`src/rtl/e203_tcm_mport_ctrl.sv`:
```
// rtl/e203_tcm_mport_ctrl.sv - N-port ICB to single-port SRAM TCM controller
// Arbitrates NPORT ICB masters onto one SRAM, one transaction in flight, with response hold.
module e203_tcm_mport_ctrl #(
    parameter int NPORT  = 2,
    parameter int AW     = 16,
    parameter int DW     = 32,
    parameter int RAM_AW = 14,
    parameter int ARB_RR = 0
) (
    input  logic                  clk,
    input  logic                  rst,
    input  logic [NPORT-1:0]      i_cmd_valid,
    output logic [NPORT-1:0]      i_cmd_ready,
    input  logic [NPORT*AW-1:0]   i_cmd_addr,
    input  logic [NPORT-1:0]      i_cmd_read,
    input  logic [NPORT*DW-1:0]   i_cmd_wdata,
    input  logic [NPORT*DW/8-1:0] i_cmd_wmask,
    output logic [NPORT-1:0]      i_rsp_valid,
    input  logic [NPORT-1:0]      i_rsp_ready,
    output logic [NPORT-1:0]      i_rsp_err,
    output logic [NPORT*DW-1:0]   i_rsp_rdata,
    output logic                  ram_cs,
    output logic                  ram_we,
    output logic [RAM_AW-1:0]     ram_addr,
    output logic [DW/8-1:0]       ram_wem,
    output logic [DW-1:0]         ram_din,
    input  logic [DW-1:0]         ram_dout,
    output logic                  active
);
    localparam int MW = DW / 8;
    localparam int WS = (MW > 1) ? $clog2(MW) : 0;
    localparam int PW = (NPORT > 1) ? $clog2(NPORT) : 1;
    localparam int WW = AW - WS;

    logic          r_rsp_pend;
    logic [PW-1:0] r_owner;
    logic          r_err;
    logic          r_rd;
    logic          r_hold_vld;
    logic [DW-1:0] r_hold_q;
    logic [PW-1:0] r_rr_ptr;

    logic          w_any;
    logic [PW-1:0] w_gnt;
    logic [PW-1:0] w_rr_nxt;
    int            w_k;
    logic          w_free;
    logic          w_accept;
    logic [AW-1:0] w_addr;
    logic [WW-1:0] w_word;
    logic          w_in_range;
    logic          w_read;
    logic [DW-1:0] w_wdata;
    logic [MW-1:0] w_wmask;
    logic [DW-1:0] w_rdata;
    logic          w_unused;

    // Search starts at the RR pointer (or 0 in fixed mode) and wraps.
    always_comb begin
        w_any = 1'b0;
        w_gnt = '0;
        w_k   = 0;
        for (int i = 0; i < NPORT; i++) begin
            w_k = (ARB_RR != 0) ? int'(r_rr_ptr) + i : i;
            if (w_k >= NPORT) w_k = w_k - NPORT;
            if (!w_any && i_cmd_valid[w_k]) begin
                w_any = 1'b1;
                w_gnt = PW'(w_k);
            end
        end
        w_rr_nxt = (int'(w_gnt) + 1 >= NPORT) ? '0 : PW'(int'(w_gnt) + 1);
    end

    assign w_free     = ~r_rsp_pend | i_rsp_ready[r_owner];
    assign w_accept   = ~rst & w_free & w_any;
    assign w_addr     = i_cmd_addr[int'(w_gnt)*AW +: AW];
    assign w_word     = w_addr[AW-1:WS];
    assign w_in_range = (w_word >> RAM_AW) == '0;
    assign w_read     = i_cmd_read[w_gnt];
    assign w_wdata    = i_cmd_wdata[int'(w_gnt)*DW +: DW];
    assign w_wmask    = i_cmd_wmask[int'(w_gnt)*MW +: MW];
    assign w_unused   = ^w_addr;

    assign ram_cs   = w_accept & w_in_range;
    assign ram_we   = ram_cs & ~w_read;
    assign ram_addr = ram_cs ? RAM_AW'(w_word) : '0;
    assign ram_wem  = ram_we ? w_wmask : '0;
    assign ram_din  = ram_cs ? w_wdata : '0;

    always_comb begin
        i_cmd_ready = '0;
        i_rsp_valid = '0;
        i_rsp_err   = '0;
        for (int p = 0; p < NPORT; p++) begin
            i_cmd_ready[p] = w_accept & (w_gnt == PW'(p));
            i_rsp_valid[p] = r_rsp_pend & (r_owner == PW'(p));
            i_rsp_err[p]   = r_rsp_pend & (r_owner == PW'(p)) & r_err;
        end
    end

    // Hold register keeps read data stable once the owner stalls.
    assign w_rdata     = (r_rsp_pend & r_rd & ~r_err) ? (r_hold_vld ? r_hold_q : ram_dout) : '0;
    assign i_rsp_rdata = {NPORT{w_rdata}};
    assign active      = (|i_cmd_valid) | r_rsp_pend;

    always_ff @(posedge clk) begin
        if (rst) begin
            r_rsp_pend <= 1'b0;
            r_owner    <= '0;
            r_err      <= 1'b0;
            r_rd       <= 1'b0;
            r_hold_vld <= 1'b0;
            r_hold_q   <= '0;
            r_rr_ptr   <= '0;
        end else if (w_accept) begin
            r_rsp_pend <= 1'b1;
            r_owner    <= w_gnt;
            r_err      <= ~w_in_range;
            r_rd       <= w_read;
            r_hold_vld <= 1'b0;
            if (ARB_RR != 0) r_rr_ptr <= w_rr_nxt;
        end else if (r_rsp_pend & i_rsp_ready[r_owner]) begin
            r_rsp_pend <= 1'b0;
            r_hold_vld <= 1'b0;
        end else if (r_rsp_pend & ~r_hold_vld) begin
            r_hold_q   <= ram_dout;
            r_hold_vld <= 1'b1;
        end
    end
endmodule

```
`config.mk`:
```
export PLATFORM = sky130hd
export DESIGN_NAME = e203_tcm_mport_ctrl
export DESIGN_NICKNAME = d
export VERILOG_FILES = /design/src/rtl/e203_tcm_mport_ctrl.sv
export SDC_FILE = /design/constraint.sdc
export NUM_CORES = 1
export LEC_CHECK = 0
export ABC_AREA = 1
export BUFFER_PORTS_ARGS = -buffer_cell sky130_fd_sc_hd__buf_2
export CAP_MARGIN = 20
export CORE_AREA = 3 3 104 106
export DETAILED_ROUTE_END_ITERATION = 16
export DIE_AREA = 0 0 107 109
export PLACE_DENSITY_LB_ADDON = 0.25
export SYNTH_ARGS = -nofsm -noshare
export SYNTH_HDL_FRONTEND = slang
export SYNTH_SLANG_ARGS = --single-unit
```
`constraint.sdc`:
```
create_clock -name clk -period 1.65 [get_ports clk]
set_input_delay 0.33 -clock clk [delete_from_list [all_inputs] [get_ports clk]]
set_output_delay 0.33 -clock clk [all_outputs]
set_load 0.02 [all_outputs]
```
==> results of run 1 <==
cells in the mapped netlist:
master,n
nand2_1,96
o21ai_0,14
nand3_1,83
nand3_2,1
nand4_1,2
clkbuf_1,20
nor2_2,1
dfxtp_1,36
nor2_1,42
a21oi_1,69
buf_2,16
or2_1,7
nor2_4,1
nand4_2,1
inv_1,74
conb_1,1
or2_2,25
nand2_2,1
buf_6,5
o21ai_1,20
inv_2,2
a21oi_2,10
a21boi_0,1
buf_1,3
buf_4,36
placed cells by master (no fill, tap or decap), types with 26 or more instances in the layout:
cell / synthesis / layout
nand2_1: 96 / 93
a21oi_4: 0 / 31
nand3_1: 83 / 53
nor2_1: 42 / 35
dfxtp_1: 36 / 32
or2_4: 0 / 26
buf_4: 36 / 75
a21oi_2: 10 / 46
inv_1: 74 / 72
buf_2: 16 / 145
buf_6: 5 / 70
kinds of logic after synthesis:
| group | Yosys count | share of synthesized area, % |
|---|---|---|
| simple gates | 260 | 36.07 |
| compound gates | 114 | 18.47 |
| buf+inv | 156 | 23.54 |
| other cells | 1 | 0.1134 |
| flops | 36 | 21.80 |
metal layers:
metal / track usage (%) / wire length (µm) / vias to the layer above
met2: 40.96 / 7826 / 223
met4: 7.306 / 370 / 0
met3: 3.730 / 962 / 30
met1: 23.35 / 5172 / 2097
li1: - / - / 2225
met5: 0 / 0 / -
flip-flops by register name, summed over array words and instances, names as in the netlist:
signal,count
r_owner,1
r_hold_vld,1
r_hold_q,32
r_rsp_pend,1
r_rd,1
power by group:
group / switching, W / leakage, nW / internal [W]
Combinational: 0.00108 / 2.71 / 0.000858
Clock: 0.000302 / 0.0455 / 0.000341
Sequential: 0.0000348 / 0.298 / 0.000947
cell type report:
| class | count | area [µm²] | area share [%] |
|---|---|---|---|
| Inverter | 76 | 287.8 | 4.527 |
| Sequential cell | 36 | 730.7 | 11.49 |
| Timing Repair Buffer | 306 | 2450 | 38.54 |
| Multi-Input combinational cell | 376 | 2633 | 41.41 |
| Tap cell | 133 | 166.4 | 2.618 |
| Clock buffer | 8 | 90.09 | 1.417 |
stage by stage:
stage | instance area [µm²] | utilization (%) | setup TNS (ns) | instances
3_5_place_dp | 4662 | 47.26 | -0.1293 | 907
2_1_floorplan | 3430 | - | -0.08867 | 568
6_report | 6357 | 64.45 | -7.276 | 935
3_3_place_gp | 4662 | 47.26 | -0.02604 | 907
4_1_cts | 5607 | 56.84 | -9.985 | 928
5_1_grt | 6357 | 64.45 | -14.96 | 935
final timing paths:
| path | start | end | slack [ns] |
|---|---|---|---|
| max | r_owner | ram_din[31] | -0.16 |
| min | rst | r_rsp_pend | 0.28 |
| max reg2reg | r_owner | r_hold_q[18] | 0.15 |
| min reg2reg | r_hold_q[30] | r_hold_q[30] | 0.54 |
critical path, cell delays in order, from the launching register on:
cell       delay (ns)
dfxtp_4          0.38
nand2_4          0.06
nand3_4          0.13
nand2_8          0.12
clkbuf_16        0.20
a21oi_2          0.14
buf_4            0.16
timing repair:
item                                    4_1_cts  5_1_grt
pin swaps                                     5        5
gates cloned                                  5        3
buffers inserted                              8        4
resized for setup                           210      141
endpoints found under the setup margin      118      141
==> metrics.txt, run 1 <==
Crit path arrival time 1.48 ns; height of the die around 110 µm; Hold WS 0.2781 ns; power density normalized to cell area 560.1 nW/µm²; TritonCTS sink count 36; maximum clock path buffer count 2; count of nets after finishing 945; boundary pin count around 270; area inside the core boundary a little under 10000 µm²; number of DRC markers in iteration 0 215; first-pass GRT wire length 20380 µm; Crit Path Max Fanout 7; logic depth of the worst register-to-register path 8; Fmax achieved 0.5538 GHz; I/O Buffers 260; synthesized area 3306 µm²; standard-cell row count 36; global-route usage over all layers 21.26%; Worst setup EP type primary output; leakage power of the design approximately 3.1 nW; Filler Cell Count 838; Period Utilization, post-route 109.4%; initial antenna violation count 0; cell at the root of the clock tree clkbuf_8; Hold Crit Class in2reg; leading cell types by total area after synthesis dfxtp_1 22%, nand3_1 13%, nand2_1 11%; die extent in x roughly 110 µm; average routed wire per standard cell roughly 15 µm; post-route ant nets 0; startpoint kind of the worst setup timing path flop; number of library cell types mapped by synthesis 25; post-synthesis sequential element count 36; total vias in the final route 4575; minimum period implied by the final worst setup slack 1.806 ns; unrepaired setup endpoints after global routing true; total count of max-transition violations in the final report 0; final routed wirelength across all metal layers 14330 µm; Detailed Routing Iterations Pass 1 5; share of final-layout standard cells stronger than drive strength 1 58.85%; library cell with the largest summed area after synthesis dfxtp_1; VDD IR max 304.5 µV; H-tree levels 2; critical path start-end classification reg2out; result of the run finished, violations left; insertion delay of the later-clocked pin in the worst-skew pair 0.28 ns; dpl hpwl 9204 µm; Setup Skew 0.005702 ns; TritonCTS clock tree done; instance count of the mapped netlist between 500 and 600; detailed-route DRC error count 0; total of max-cap violations 0; final weighted congestion in routability-driven placement about 0.85; worst-case setup slack after placement -0.03392 ns; antenna cells 0; worst hold path depth 2; Die Footprint 11660 µm²; vias in the first global route 4333; initial core utilization 33.51%; Area growth syn-to-layout 92.32%; slack of the critical path -0.1556 ns; failing checks setup timing; portion of the post-synthesis area used by sequential elements 21.80%; pin count of the biggest net entering global routing between 50 and 60; final number of hold-violating endpoints 0; Post-Synthesis Mean Instance Area around 5.8 µm²; clock-pin slew of the registers on the worst-case setup and hold paths around 0.070 ns; GRT overflow 0; Setup Viol. Count Final 114; Data required, critical path around 1.3 ns; final total power 0.003561 W; Yosys Warn Count 0; top-area cell type share of the netlist area a little over a fifth; number of CTS-inserted buffers 5; number of buffers inserted by hold repair at cts 0; mean number of vias per cell 4.893
Note: power is estimated with default switching activity, not from simulation.
==> run 2, diff against run 1 <==
--- a/config.mk
+++ b/config.mk
@@ -12,6 +12,7 @@
 export DETAILED_ROUTE_END_ITERATION = 16
 export DIE_AREA = 0 0 107 109
 export PLACE_DENSITY_LB_ADDON = 0.25
+export SKIP_LAST_GASP = 1
 export SYNTH_ARGS = -nofsm -noshare
 export SYNTH_HDL_FRONTEND = slang
 export SYNTH_SLANG_ARGS = --single-unit
==> metrics.txt, run 2 (synthesis results as in run 1) <==
die extent in x about 110 µm; Largest register FFs 32; logic depth of the worst register-to-register path 8; Detailed Routing Iterations Pass 1 5; maximum clock path buffer count 2; failing checks setup timing; result of the run finished, violations left; Hold Crit Class in2reg; pin count of the biggest net entering global routing 52; antenna cells 0; post-route ant nets 0; Setup Viol. Count Final 117; critical path start-end classification reg2out; TritonCTS sink count 36; total count of max-transition violations in the final report 0; detailed-route DRC error count 0; Crit Path Max Fanout 10; vias in the first global route between 4000 and 5000; Setup Skew 0.005230 ns; GRT overflow 0; height of the die 109 µm; boundary pin count 267; average routed wire per standard cell about 16 µm; mean number of vias per cell 4.917; first-pass GRT wire length 20110 µm; register containing the most flip-flops in the final layout r_hold_q; power density normalized to cell area 556.2 nW/µm²; Period Utilization, post-route 110.9%; worst hold path depth 2; most frequent standard cell in the layout excluding fill and tap cells buf_2; number of CTS-inserted buffers 5; most used cells in the layout excluding fill and tap cells 146 x buf_2, 93 x nand2_1, 78 x buf_4; total vias in the final route 4632; dpl hpwl 9204 µm; final routed wirelength across all metal layers 14780 µm; global-route usage over all layers 20.96%; number of DRC markers in iteration 0 265; Fmax achieved 0.5463 GHz; I/O Buffers 260; unrepaired setup endpoints after global routing true; initial core utilization approximately a third; standard-cell row count 36; slack of the critical path -0.1806 ns; Crit path arrival time 1.50 ns; final number of hold-violating endpoints 0; share of final-layout standard cells stronger than drive strength 1 58.47%; Die Footprint 11660 µm²; count of nets after finishing 952; leakage power of the design between 3 and 4 nW; worst-case setup slack after placement -0.03392 ns; VDD IR max 292.4 µV; startpoint kind of the worst setup timing path flop; Worst setup EP type primary output; insertion delay of the later-clocked pin in the worst-skew pair 0.28 ns; final weighted congestion in routability-driven placement 0.8451; area inside the core boundary 9864 µm²; clock-pin slew of the registers on the worst-case setup and hold paths 0.07 ns; cell at the root of the clock tree clkbuf_8; initial antenna violation count 0; Data required, critical path 1.32 ns; total of max-cap violations 0; minimum period implied by the final worst setup slack 1.831 ns; H-tree levels 2; number of buffers inserted by hold repair at cts 0; Area growth syn-to-layout 96.25%; TritonCTS clock tree done; Hold WS 0.2736 ns
==> run 2: cell count changes in the layout (fill, tap and decap cells not counted), moves of 2 or more <==
cell	delta
a21oi_2	-9
nor2_1	+2
or2_2	+4
buf_4	+3
or2_4	-5
nand3_2	-3
a21oi_4	+9
nand3_4	+2
clkbuf_16	+2
==> run 2: report_power, final <==
part | switching [W] | internal (W) | leakage, nW
combinational | 0.00110 | 0.000877 | 2.75
clock | 0.000304 | 0.000341 | 0.0455
sequential | 0.0000363 | 0.000946 | 0.298
total | 0.00144 | 0.00216 | 3.10
==> run 2: path summary, 6_finish.rpt <==
path	start	endpoint	slack [ns]
worst min register to register	r_hold_q[30]	r_hold_q[30]	0.53
worst min-delay path	rst	r_rsp_pend	0.27
worst max-delay path	r_owner	i_cmd_ready[1]	-0.18
worst max register to register	r_owner	r_hold_q[16]	0.08
==> run 2: layout make-up <==
cell class	count	area, µm²
well taps	133	166.4
clock buffers	8	90.09
fillers	800	3377
inverters	76	287.8
flip-flops and latches	36	729.5
multi-input cells	376	2688
repair buffers	313	2526
==> run 2: worst max-delay path: stages, from the launching register on <==
cell and delay, ns:
dfxtp_4 0.39, nand2_4 0.06, nand3_4 0.13, nand2_8 0.13, buf_16 0.18, nor2_1 0.15
buf_4 0.18
==> run 2: what timing repair did <==
action	CTS	global route
endpoints found under the hold margin	0	0
cloned	5	5
setup buffers	8	10
endpoints found under the setup margin	118	138
pin swaps	5	18
resized for setup	181	172
==> run 2: metal layers <==
metal  wire length, µm  GRT usage, %  vias up
met5                 0             0        -
met4               542         7.945        0
met2              7960         39.57      212
met1              5391         23.57     2139
li1                  -             -     2241
met3               886         3.375       40
==> run 2: metrics by stage <==
stage	instances	cell area [µm²]	util, %	setup TNS (ns)	total power, W
floorplan	568	3430	-	-0.08867	0.001919
finish	942	6487	65.77	-10.53	0.003609
CTS	928	5504	55.80	-10.77	0.003264
detailed placement	907	4662	47.26	-0.1293	0.002348
global placement	907	4662	47.26	-0.02604	0.002326
global route	942	6487	65.77	-17.10	0.003826
